==> src/rtl/mem_seq_ctrl.sv <==
// mem_seq_ctrl: sequences multi-word access to the on-chip ledger RAM.
// Three phases: INIT writes the starting image to every word, READ/CAPTURE loads every word
// into the datapath registers, WRITE stores the processed words back after process_done.
//
// Ports:
//   i_clock, i_reset         : clock and synchronous active-high reset
//   i_init_memory            : request init phase (sampled in IDLE, wins over load)
//   i_load_memory            : request read phase (sampled in IDLE, only after init)
//   i_process_done           : datapath finished, start write-back (sampled in PROC)
//   i_init_data, i_wb_data   : write data sources for the current word_sel
//   o_mem_addr, o_mem_wdata  : RAM address and write data
//   o_mem_we                 : RAM write enable
//   o_word_sel               : current word index (same as o_mem_addr)
//   o_load_registers         : one-cycle capture strobe for word o_word_sel
//   o_busy, o_done           : not-idle flag / idle-and-initialised flag
//   o_finished_init          : sticky init-complete flag, cleared only by reset
//   o_op_complete            : one-cycle pulse when write-back finishes
`timescale 1ns / 1ps

module mem_seq_ctrl #(
  parameter int unsigned DATA_W     = 48,
  parameter int unsigned ADDR_W     = 2,
  parameter int unsigned NUM_WORDS  = 4,
  parameter int unsigned INIT_WAIT  = 15,
  parameter int unsigned READ_WAIT  = 7,
  parameter int unsigned WRITE_WAIT = 7
) (
  input  logic              i_clock,
  input  logic              i_reset,
  input  logic              i_init_memory,
  input  logic              i_load_memory,
  input  logic              i_process_done,
  input  logic [DATA_W-1:0] i_init_data,
  input  logic [DATA_W-1:0] i_wb_data,
  output logic [ADDR_W-1:0] o_mem_addr,
  output logic [DATA_W-1:0] o_mem_wdata,
  output logic              o_mem_we,
  output logic [ADDR_W-1:0] o_word_sel,
  output logic              o_load_registers,
  output logic              o_busy,
  output logic              o_done,
  output logic              o_finished_init,
  output logic              o_op_complete
);

  localparam int unsigned MAX_WAIT =
      (INIT_WAIT > READ_WAIT) ? ((INIT_WAIT > WRITE_WAIT) ? INIT_WAIT : WRITE_WAIT)
                              : ((READ_WAIT > WRITE_WAIT) ? READ_WAIT : WRITE_WAIT);
  localparam int unsigned WAIT_W = $clog2(MAX_WAIT) + 1;

  localparam logic [WAIT_W-1:0] INIT_LAST  = WAIT_W'(INIT_WAIT - 1);
  localparam logic [WAIT_W-1:0] READ_LAST  = WAIT_W'(READ_WAIT - 1);
  localparam logic [WAIT_W-1:0] WRITE_LAST = WAIT_W'(WRITE_WAIT - 1);
  localparam logic [ADDR_W-1:0] LAST_IDX   = ADDR_W'(NUM_WORDS - 1);

  typedef enum logic [2:0] {
    StIdle,
    StInit,
    StRead,
    StCapture,
    StProc,
    StWrite
  } state_e;

  state_e            r_state;
  logic [WAIT_W-1:0] r_wait;
  logic [ADDR_W-1:0] r_idx;
  logic              r_mem_we;
  logic              r_load_registers;
  logic              r_busy;
  logic              r_done;
  logic              r_finished_init;
  logic              r_op_complete;
  logic              w_sel_init;

  // Outputs are registered alongside every state change, so each transition below also sets
  // the output values that belong to the state being entered.
  always_ff @(posedge i_clock) begin
    if (i_reset) begin
      r_state          <= StIdle;
      r_wait           <= '0;
      r_idx            <= '0;
      r_mem_we         <= 1'b0;
      r_load_registers <= 1'b0;
      r_busy           <= 1'b0;
      r_done           <= 1'b0;
      r_finished_init  <= 1'b0;
      r_op_complete    <= 1'b0;
    end else begin
      // Strobes default low; only the entering transition raises them.
      r_load_registers <= 1'b0;
      r_op_complete    <= 1'b0;
      unique case (r_state)
        StIdle: begin
          if (i_init_memory) begin
            r_state  <= StInit;
            r_idx    <= '0;
            r_wait   <= '0;
            r_mem_we <= 1'b1;
            r_busy   <= 1'b1;
            r_done   <= 1'b0;
          end else if (i_load_memory && r_finished_init) begin
            r_state <= StRead;
            r_idx   <= '0;
            r_wait  <= '0;
            r_busy  <= 1'b1;
            r_done  <= 1'b0;
          end
        end
        StInit: begin
          if (r_wait == INIT_LAST) begin
            r_wait <= '0;
            if (r_idx == LAST_IDX) begin
              r_state         <= StIdle;
              r_idx           <= '0;
              r_mem_we        <= 1'b0;
              r_busy          <= 1'b0;
              r_done          <= 1'b1;
              r_finished_init <= 1'b1;
            end else begin
              r_idx <= r_idx + ADDR_W'(1);
            end
          end else begin
            r_wait <= r_wait + WAIT_W'(1);
          end
        end
        StRead: begin
          if (r_wait == READ_LAST) begin
            r_state          <= StCapture;
            r_wait           <= '0;
            r_load_registers <= 1'b1;
          end else begin
            r_wait <= r_wait + WAIT_W'(1);
          end
        end
        StCapture: begin
          r_wait <= '0;
          if (r_idx == LAST_IDX) begin
            r_state <= StProc;
            r_idx   <= '0;
          end else begin
            r_state <= StRead;
            r_idx   <= r_idx + ADDR_W'(1);
          end
        end
        StProc: begin
          if (i_process_done) begin
            r_state  <= StWrite;
            r_idx    <= '0;
            r_wait   <= '0;
            r_mem_we <= 1'b1;
          end
        end
        StWrite: begin
          if (r_wait == WRITE_LAST) begin
            r_wait <= '0;
            if (r_idx == LAST_IDX) begin
              r_state       <= StIdle;
              r_idx         <= '0;
              r_mem_we      <= 1'b0;
              r_busy        <= 1'b0;
              r_done        <= r_finished_init;
              r_op_complete <= 1'b1;
            end else begin
              r_idx <= r_idx + ADDR_W'(1);
            end
          end else begin
            r_wait <= r_wait + WAIT_W'(1);
          end
        end
        default: begin
          r_state  <= StIdle;
          r_idx    <= '0;
          r_wait   <= '0;
          r_mem_we <= 1'b0;
          r_busy   <= 1'b0;
        end
      endcase
    end
  end

  // Write data source follows the registered state; IDLE presents init_data.
  always_comb begin
    w_sel_init  = (r_state == StIdle) || (r_state == StInit);
    o_mem_wdata = w_sel_init ? i_init_data : i_wb_data;
  end

  assign o_mem_addr       = r_idx;
  assign o_word_sel       = r_idx;
  assign o_mem_we         = r_mem_we;
  assign o_load_registers = r_load_registers;
  assign o_busy           = r_busy;
  assign o_done           = r_done;
  assign o_finished_init  = r_finished_init;
  assign o_op_complete    = r_op_complete;

endmodule

==> config.mk <==
export PLATFORM = sky130hd
export DESIGN_NAME = mem_seq_ctrl
export DESIGN_NICKNAME = d
export VERILOG_FILES = /design/src/rtl/mem_seq_ctrl.sv
export SDC_FILE = /design/constraint.sdc
export NUM_CORES = 1
export LEC_CHECK = 0
export BUFFER_PORTS_ARGS = -buffer_cell sky130_fd_sc_hd__buf_4
export CAP_MARGIN = 0
export CORE_MARGIN = 4
export CORE_UTILIZATION = 40
export CTS_BUF_LIST = sky130_fd_sc_hd__clkbuf_8
export CTS_CLUSTER_SIZE = 10
export DETAILED_ROUTE_END_ITERATION = 10
export PLACE_DENSITY = 0.9
export SLEW_MARGIN = 20
export SYNTH_ARGS = -nofsm -noshare
export SYNTH_HDL_FRONTEND = slang
export SYNTH_SLANG_ARGS = --single-unit
==> constraint.sdc <==
create_clock -name i_clock -period 3.1 [get_ports i_clock]
set_clock_uncertainty 0.1 [all_clocks]
set_input_delay 0.62 -clock i_clock [delete_from_list [all_inputs] [get_ports i_clock]]
set_output_delay 0.62 -clock i_clock [all_outputs]
set_load 0.01 [all_outputs]
==> Word level (Yosys, flattened, before mapping) <==
Cells that the tools add are included.
{ "totals": {"out_inout_bits": 58, "input_bits": 101, "elab_cells": 92, "reg_bits": 16} }
{ "op_classes": {"n_reduce_logical": 16, "n_eq_ne": 16, "bitwise": 5, "n_mux": 44, "addsub": 2} }
{ "ops": {"columns": ["cell", "n"], "rows": [
  ["two-way mux 48 bit", 1],
  ["two-way mux 5 bit", 5],
  ["two-way mux 3 bit", 8],
  ["one-hot mux 5 bit (4 select lines)", 1],
  ["two-way mux 1 bit", 18],
  ["one-hot mux 3 bit (6 select lines)", 1],
  ["AND reduction 5 bit", 3],
  ["!= test 2 bit, second input constant", 7],
  ["two-way mux 2 bit", 6],
  ["one-hot mux 2 bit (6 select lines)", 1],
  ["equality test 3 x 2 -> 1 bit, second input constant", 2],
  ["equality test 3 bit, second input constant", 2],
  ["AND reduction 6 bit", 1],
  ["OR reduction 2 bit", 3],
  ["OR reduction 3 bit", 2],
  ["adder 5 x 1 -> 5 bit, second input constant", 1],
  ["equality test 5 x 3 -> 1 bit, second input constant", 1],
  ["equality test 5 x 4 -> 1 bit, second input constant", 1],
  ["NOT 1 bit", 5],
  ["one-hot mux 1 bit (5 select lines)", 1],
  ["one-hot mux 1 bit (4 select lines)", 1],
  ["AND reduction 4 bit", 1],
  ["equality test 3 x 1 -> 1 bit, second input constant", 1],
  ["logical NOT 3 bit", 1],
  ["other kinds (9)", 9]
]} }

==> Depth between registers and ports, before layout <==
Gate-level depths: netlist (run 1).
{ "logic_depth": {"ltp_word": 4, "mapped_depth": 6, "ltp_nobuf": 6} }

==> Worst setup path after synthesis (run 1) <==
Ideal clock, no wire load.
{ "synth_timing": {"kind": "register -> output", "start": "reg r_state[2]", "end": "out o_mem_wdata[10]", "n_path_buf": 2, "path_slack_ns": 0.943, "t_required_ns": 2.380, "t_arrival_ns": 1.437, "stages_incl_launch_ff": 5, "path_cell_list": "dfxtp_1 > clkbuf_1 > nor2_1 > clkbuf_1 > mux2_2"} }
{ "synth_via": {"elab_chain_cells": 3, "word_cells_on_any_way": 4, "classes_between": "eq/ne (1); mux (1); reduce/logical (2)"} }
{ "synth_lines": {"columns": ["element", "line", "rtl"], "rows": [
  ["start, declared", "65", "state_e r_state;"],
  ["start signal, assigned", "80", "r_state <= StIdle;"],
  ["start signal, assigned", "96", "r_state <= StInit;"],
  ["start signal, assigned", "103", "r_state <= StRead;"],
  ["equality test 3 x 1 -> 1 bit / logical NOT 3 bit (equally long branches)", "184", "w_sel_init = (r_state == StIdle) || (r_state == StInit);"],
  ["logical OR 1 bit (*)", "184", null],
  ["two-way mux 48 bit (*)", "185", "o_mem_wdata = w_sel_init ? i_init_data : i_wb_data;"],
  ["end, declared", "36", "output logic [DATA_W-1:0] o_mem_wdata,"]
]} }
Mark *: on every way between the ends. The rest lies on a longest branch, timed or not.

==> Worst setup path after layout (run 1) <==
{ "layout_timing": {"start": "reg r_state[1]", "end": "out o_mem_wdata[0]"} }
The elaborated chain is that of the path after synthesis.

==> results of run 1 <==
metal layers:
layer | share of wire | track usage | up-vias
met1 | 0.31 | 0.261 | 918
met4 | 0.026 | 0.0919 | 0
li1 | - | - | 961
met3 | 0.11 | 0.118 | 16
met2 | 0.55 | 0.473 | 104
met5 | 0 | 0 | -
through the flow:
stage / setup WS, ns / utilization / power (mW) / hold WS, ns / area (um^2)
floorplan: 0.943 / - / 0.799 / 0.367 / 1600
global placement: 0.894 / 0.741 / 1.18 / 0.335 / 2790
detailed placement: 0.841 / 0.741 / 1.20 / 0.347 / 2790
CTS: 0.630 / 0.755 / 1.39 / 0.358 / 2850
global route: 0.529 / 0.755 / 1.47 / 0.373 / 2850
finish: 0.598 / 0.755 / 1.39 / 0.358 / 2850
cells in the mapped netlist, drive strengths merged, types with 2 or more instances:
library cell  count
mux2             49
dfxtp            16
nor2             12
clkbuf           11
a21oi             8
nand2             8
o21ai             8
inv               7
nand3             6
buf               5
nand2b            5
a31oi             4
ha                3
mux2i             3
nor3              3
o31ai             3
a31o              2
and3              2
nand3b            2
nor2b             2
nor4              2
nor4b             2
o32ai             2
xor2              2
flip-flops by register name, indices dropped and copies added, names as in the netlist:
register,cells
o_load_registers,1
o_done,1
r_wait,5
o_busy,1
r_state,3
o_mem_we,1
o_mem_addr,2
o_op_complete,1
o_finished_init,1
cell families after synthesis:
logic type / synth area share
flops: 0.201
mux: 0.367
compound gates: 0.144
fa+ha+maj: 0.0235
simple gates: 0.189
buf+inv: 0.0650
xor+xnor: 0.0110
worst paths after layout:
kind	from	end
min	o_mem_we	o_mem_we
min reg2reg	o_mem_we	o_mem_we
max	r_state[1]	o_mem_wdata[0]
max reg2reg	r_state[1]	r_state[2]
layout make-up:
cell class	count	area, um^2
Clock buffer	4	55.1
Fill cell	277	923
Inverter	7	26.3
Multi-Input combinational cell	142	1180
Sequential cell	16	320
Tap cell	48	60.1
Timing Repair Buffer	159	1210
power by group:
part	internal [mW]	total, mW	switching (mW)
registers	0.238	0.296	0.0588
logic	0.512	0.905	0.392
clock network	0.113	0.189	0.0760
worst max-delay path, delay by kind of cell, from the launching register on:
family	cells	cell delay, ns
flip-flops	1	0.51
multiplexers	1	0.38
AND/OR/NAND/NOR	1	0.20
buffers and inverters	2	0.42
==> flow_summary.yaml, run 1 <==
status:
  status: "finished, final reports clean"
sta:
  setup_viol_count_final: 0
  finalHoldViolations: 0
  worst_slew_pin_slew_ns: 0.627
  rsz0062_at_grt: "false"
  period_share: 0.807
  clock.fmax_mhz: 400
  fin_crit_ns: 2.50
  slew_headroom: 0.581
  fin_tns_setup_ns: 0
  drv_slew: 0
placed_design:
  dp.cells: 372
  port_buffers: 158
  hpwlAfterDp_mm: 5.69
  gp_congestion: 0.858
setup_path:
  worstPathArrival_ns: 1.78
  cp_slowest_cell: "dfxtp_1"
  critPathLaunchType: "flip-flop"
  required_ns: 2.38
  critPathMaxStageDelay_ns: 0.51
  end_kind: "output pin"
  rrSetupSlack_ns: 0.76
  path_class: "reg -> out"
  r2r_cells: 5
  cp_cell_sequence: "nor2_4 > buf_12 > mux2_2 > buf_4"
  critPathMaxFanout: 52
clock_tree:
  cts_max_level: 1
  cts_resized: 0
  cts_tree: "done"
  holdBufCountCts: 0
  clk_pin_slew_ns: 0.07
  cts_buffers: 3
  cts_max_path_buffers: 2
  insertion_delay_ns: 0.25
  clock-sinks: 16
  cts_setup_buffers: 0
  root_buffer: "clkbuf_8"
logic_synthesis:
  syn_inst: 181
  syn-mean-instance-area_um2: 8.82
  async_reset_ff_frac: 0
  synth_fp_nets: 285
  yosysTopAreaCellShare: 0.339
  synth_edf_count: 0
  yosysWarnings: 0
  synth_area_mm2: 0.00160
  ys_types: 43
  synthFlopType: "dfxtp_1"
  synthTopCellsByArea: "mux2_2 34%, dfxtp_1 20%, nor2_1 2.8%"
  synth_seq_cells: 16
  ys_seq_area_frac: 0.201
  yosysTopAreaCell: "mux2_2"
final_layout:
  final_common_cell: "buf_4"
  layout_common_cells: "158 x buf_4, 48 x mux2_2, 16 x dfxtp_1"
  drive_gt1_frac: 0.668
  area_growth_pct: 78.4
  fin_cells: 376
  num_antenna_cells: 0
  final_nets: 433
hold_path:
  worstHoldPathType: "reg -> reg"
  whs_path_depth: 2
drt:
  firstDrtPassIters: 4
  routed_wirelength_mm: 6.79
  drc_errors: 0
  drt_iter0_drc: 141
  drtAntennaViolNets: 0
  viasPerCell: 5.32
  vias: 1999
  wl_per_cell_um: 18.1
floorplan:
  die_h_um: 71.2
  fp.dieW_um: 71.2
  rows: 22
  initial_core_util: 0.423
  num_io_pins: 159
  fp.dieArea_mm2: 0.00507
  coreArea_mm2: 0.00377
pwr:
  irDropWorstVdd_mv: 0.268
  cellPowerDensity_mw_per_mm2: 488
  p_leak_nw: 1.35
grt:
  antenna_found_initial: 0
  gr-total-overflow: 0
  grt_pass1_vias: 2107
  grt_usage: 0.261
  grt_start_max_net_pins: 53
  grt_pass1_wl_mm: 10.4
job:
  maxCapViolCount: 0
Power figures use the tool's default switching activity.
==> run 2, diff against run 1 <==
CORE_UTILIZATION = 37   (was 40)
PLACE_DENSITY = 0.85   (was 0.9)
clock period = 2.5 ns   (was 3.1 ns; I/O delays follow)
==> run 2 against run 1 <==
Compared with the run above:
- count of clock-buffer cells in the layout shrank 1
- worst setup slack lost 0.54 ns
- core utilization shrank 6.0 points
- highest routed layer unchanged
- sequential power grew 20%
- register-to-register slack lost 0.44 ns
- global-route usage shrank 2.8 points
- first-iteration DRC count grew 64%
- routed wire length shrank 3.4%
- non-clock buffer count grew 2
- largest power group unchanged
==> flow_summary.yaml, run 2 (synthesis results as in run 1) <==
grt:
  grt_usage: 0.233
  grt_pass1_vias: 2005
  grt_pass1_wl_mm: 9.84
  grt_start_max_net_pins: 27
  antenna_found_initial: 0
  gr-total-overflow: 0
status:
  status: "finished, final reports clean"
placed_design:
  hpwlAfterDp_mm: 5.57
  gp_congestion: 0.940
  port_buffers: 158
  postPlaceCellArea_mm2: 0.00280
clock_tree:
  cts_tree: "done"
  cts_setup_buffers: 0
  clk_pin_slew_ns: 0.06
  cts_resized: 0
  cts_max_level: 1
  insertion_delay_ns: 0.26
  clock-sinks: 16
  cts_max_path_buffers: 2
  root_buffer: "clkbuf_8"
  cts_buffers: 3
  holdBufCountCts: 0
floorplan:
  rows: 23
  die_h_um: 73.7
  num_io_pins: 159
  fp.dieArea_mm2: 0.00543
  coreArea_mm2: 0.00409
  fp.dieW_um: 73.7
  initial_core_util: 0.391
final_layout:
  final_cell_area_mm2: 0.00284
  num_antenna_cells: 0
  layout_common_cells: "161 x buf_4, 48 x mux2_2, 16 x dfxtp_1"
  regMostFlops: "r_wait"
  area_growth_pct: 77.8
  multiInputGateArea_mm2: 0.00118
  largest_register_ffs: 5
  drive_gt1_frac: 0.669
  seqCellArea_um2: 320
  fillers: 331
  final_common_cell: "buf_4"
  final_nets: 435
setup_path:
  critPathMaxFanout: 25
  end_kind: "output pin"
  path_class: "reg -> out"
  required_ns: 1.90
  worstPathArrival_ns: 1.84
  r2r_cells: 4
  critPathLaunchType: "flip-flop"
drt:
  drtAntennaViolNets: 0
  routed_wirelength_mm: 6.56
  vias: 1956
  drc_errors: 0
  wl_per_cell_um: 17.3
  drt_iter0_drc: 231
  firstDrtPassIters: 5
  viasPerCell: 5.16
sta:
  slew_headroom: 0.619
  drv_slew: 0
  clock.fmax_mhz: 410
  worst_slew_pin_slew_ns: 0.571
  fin_tns_setup_ns: 0
  period_share: 0.976
  fin_crit_ns: 2.44
  rsz0062_at_grt: "false"
  finalHoldViolations: 0
  setup_viol_count_final: 0
hold_path:
  worstHoldPathType: "reg -> reg"
  whs_path_depth: 2
pwr:
  cellPowerDensity_mw_per_mm2: 596
  irDropWorstVdd_mv: 0.310
  p_leak_nw: 1.34
job:
  maxCapViolCount: 0
[run 2: changes by cell type in the layout (fill, tap and decap cells not counted), sizes merged]
cell	change
clkbuf	-1
buf	+2
[run 2: worst max-delay path, stage by stage (launching register included)]
cell	delay, ns
dfxtp_1	0.49
nor2_4	0.20
buf_4	0.32
mux2_2	0.42
buf_4	0.15
[run 2: layer usage]
| metal | wire length, um | GRT usage | vias up | part of all wire |
|---|---|---|---|---|
| met5 | 0 | 0 | - | 0 |
| met1 | 2290 | 0.261 | 895 | 0.35 |
| met3 | 699 | 0.0862 | 5 | 0.11 |
| met2 | 3510 | 0.413 | 95 | 0.54 |
| li1 | - | - | 961 | - |
| met4 | 60 | 0.0563 | 0 | 0.0091 |
[run 2: path summary, 6_finish.rpt]
path	startpoint	end	slack [ns]
max	r_state[2]	o_mem_wdata[0]	0.06
max reg2reg	r_state[2]	r_state[2]	0.32
min	o_mem_we	o_mem_we	0.35
min reg2reg	o_mem_we	o_mem_we	0.35
[run 2: power breakdown]
| part | internal (mW) | total [mW] | switching [mW] |
|---|---|---|---|
| Clock | 0.107 | 0.201 | 0.0936 |
| Sequential | 0.295 | 0.356 | 0.0614 |
| Combinational | 0.634 | 1.13 | 0.500 |
| Total | 1.04 | 1.69 | 0.655 |
[run 2: final cells by class]
class                   instances  share of cell area
multi-input cells             142               0.416
clock buffers                   3              0.0145
repair buffers                161               0.426
flip-flops and latches         16               0.113
inverters                       7             0.00926
well taps                      50              0.0220
[run 2: metrics by stage]
stage | utilization | cells | hold WS (ns) | setup slack [ns] | power, mW
after floorplan | - | 181 | 0.367 | 0.463 | 0.990
after global placement | 0.685 | 376 | 0.337 | 0.373 | 1.47
after detailed placement | 0.685 | 376 | 0.345 | 0.354 | 1.49
after CTS | 0.695 | 379 | 0.354 | 0.0807 | 1.69
after global routing | 0.695 | 379 | 0.374 | 0.0110 | 1.79
final | 0.695 | 379 | 0.349 | 0.0593 | 1.69
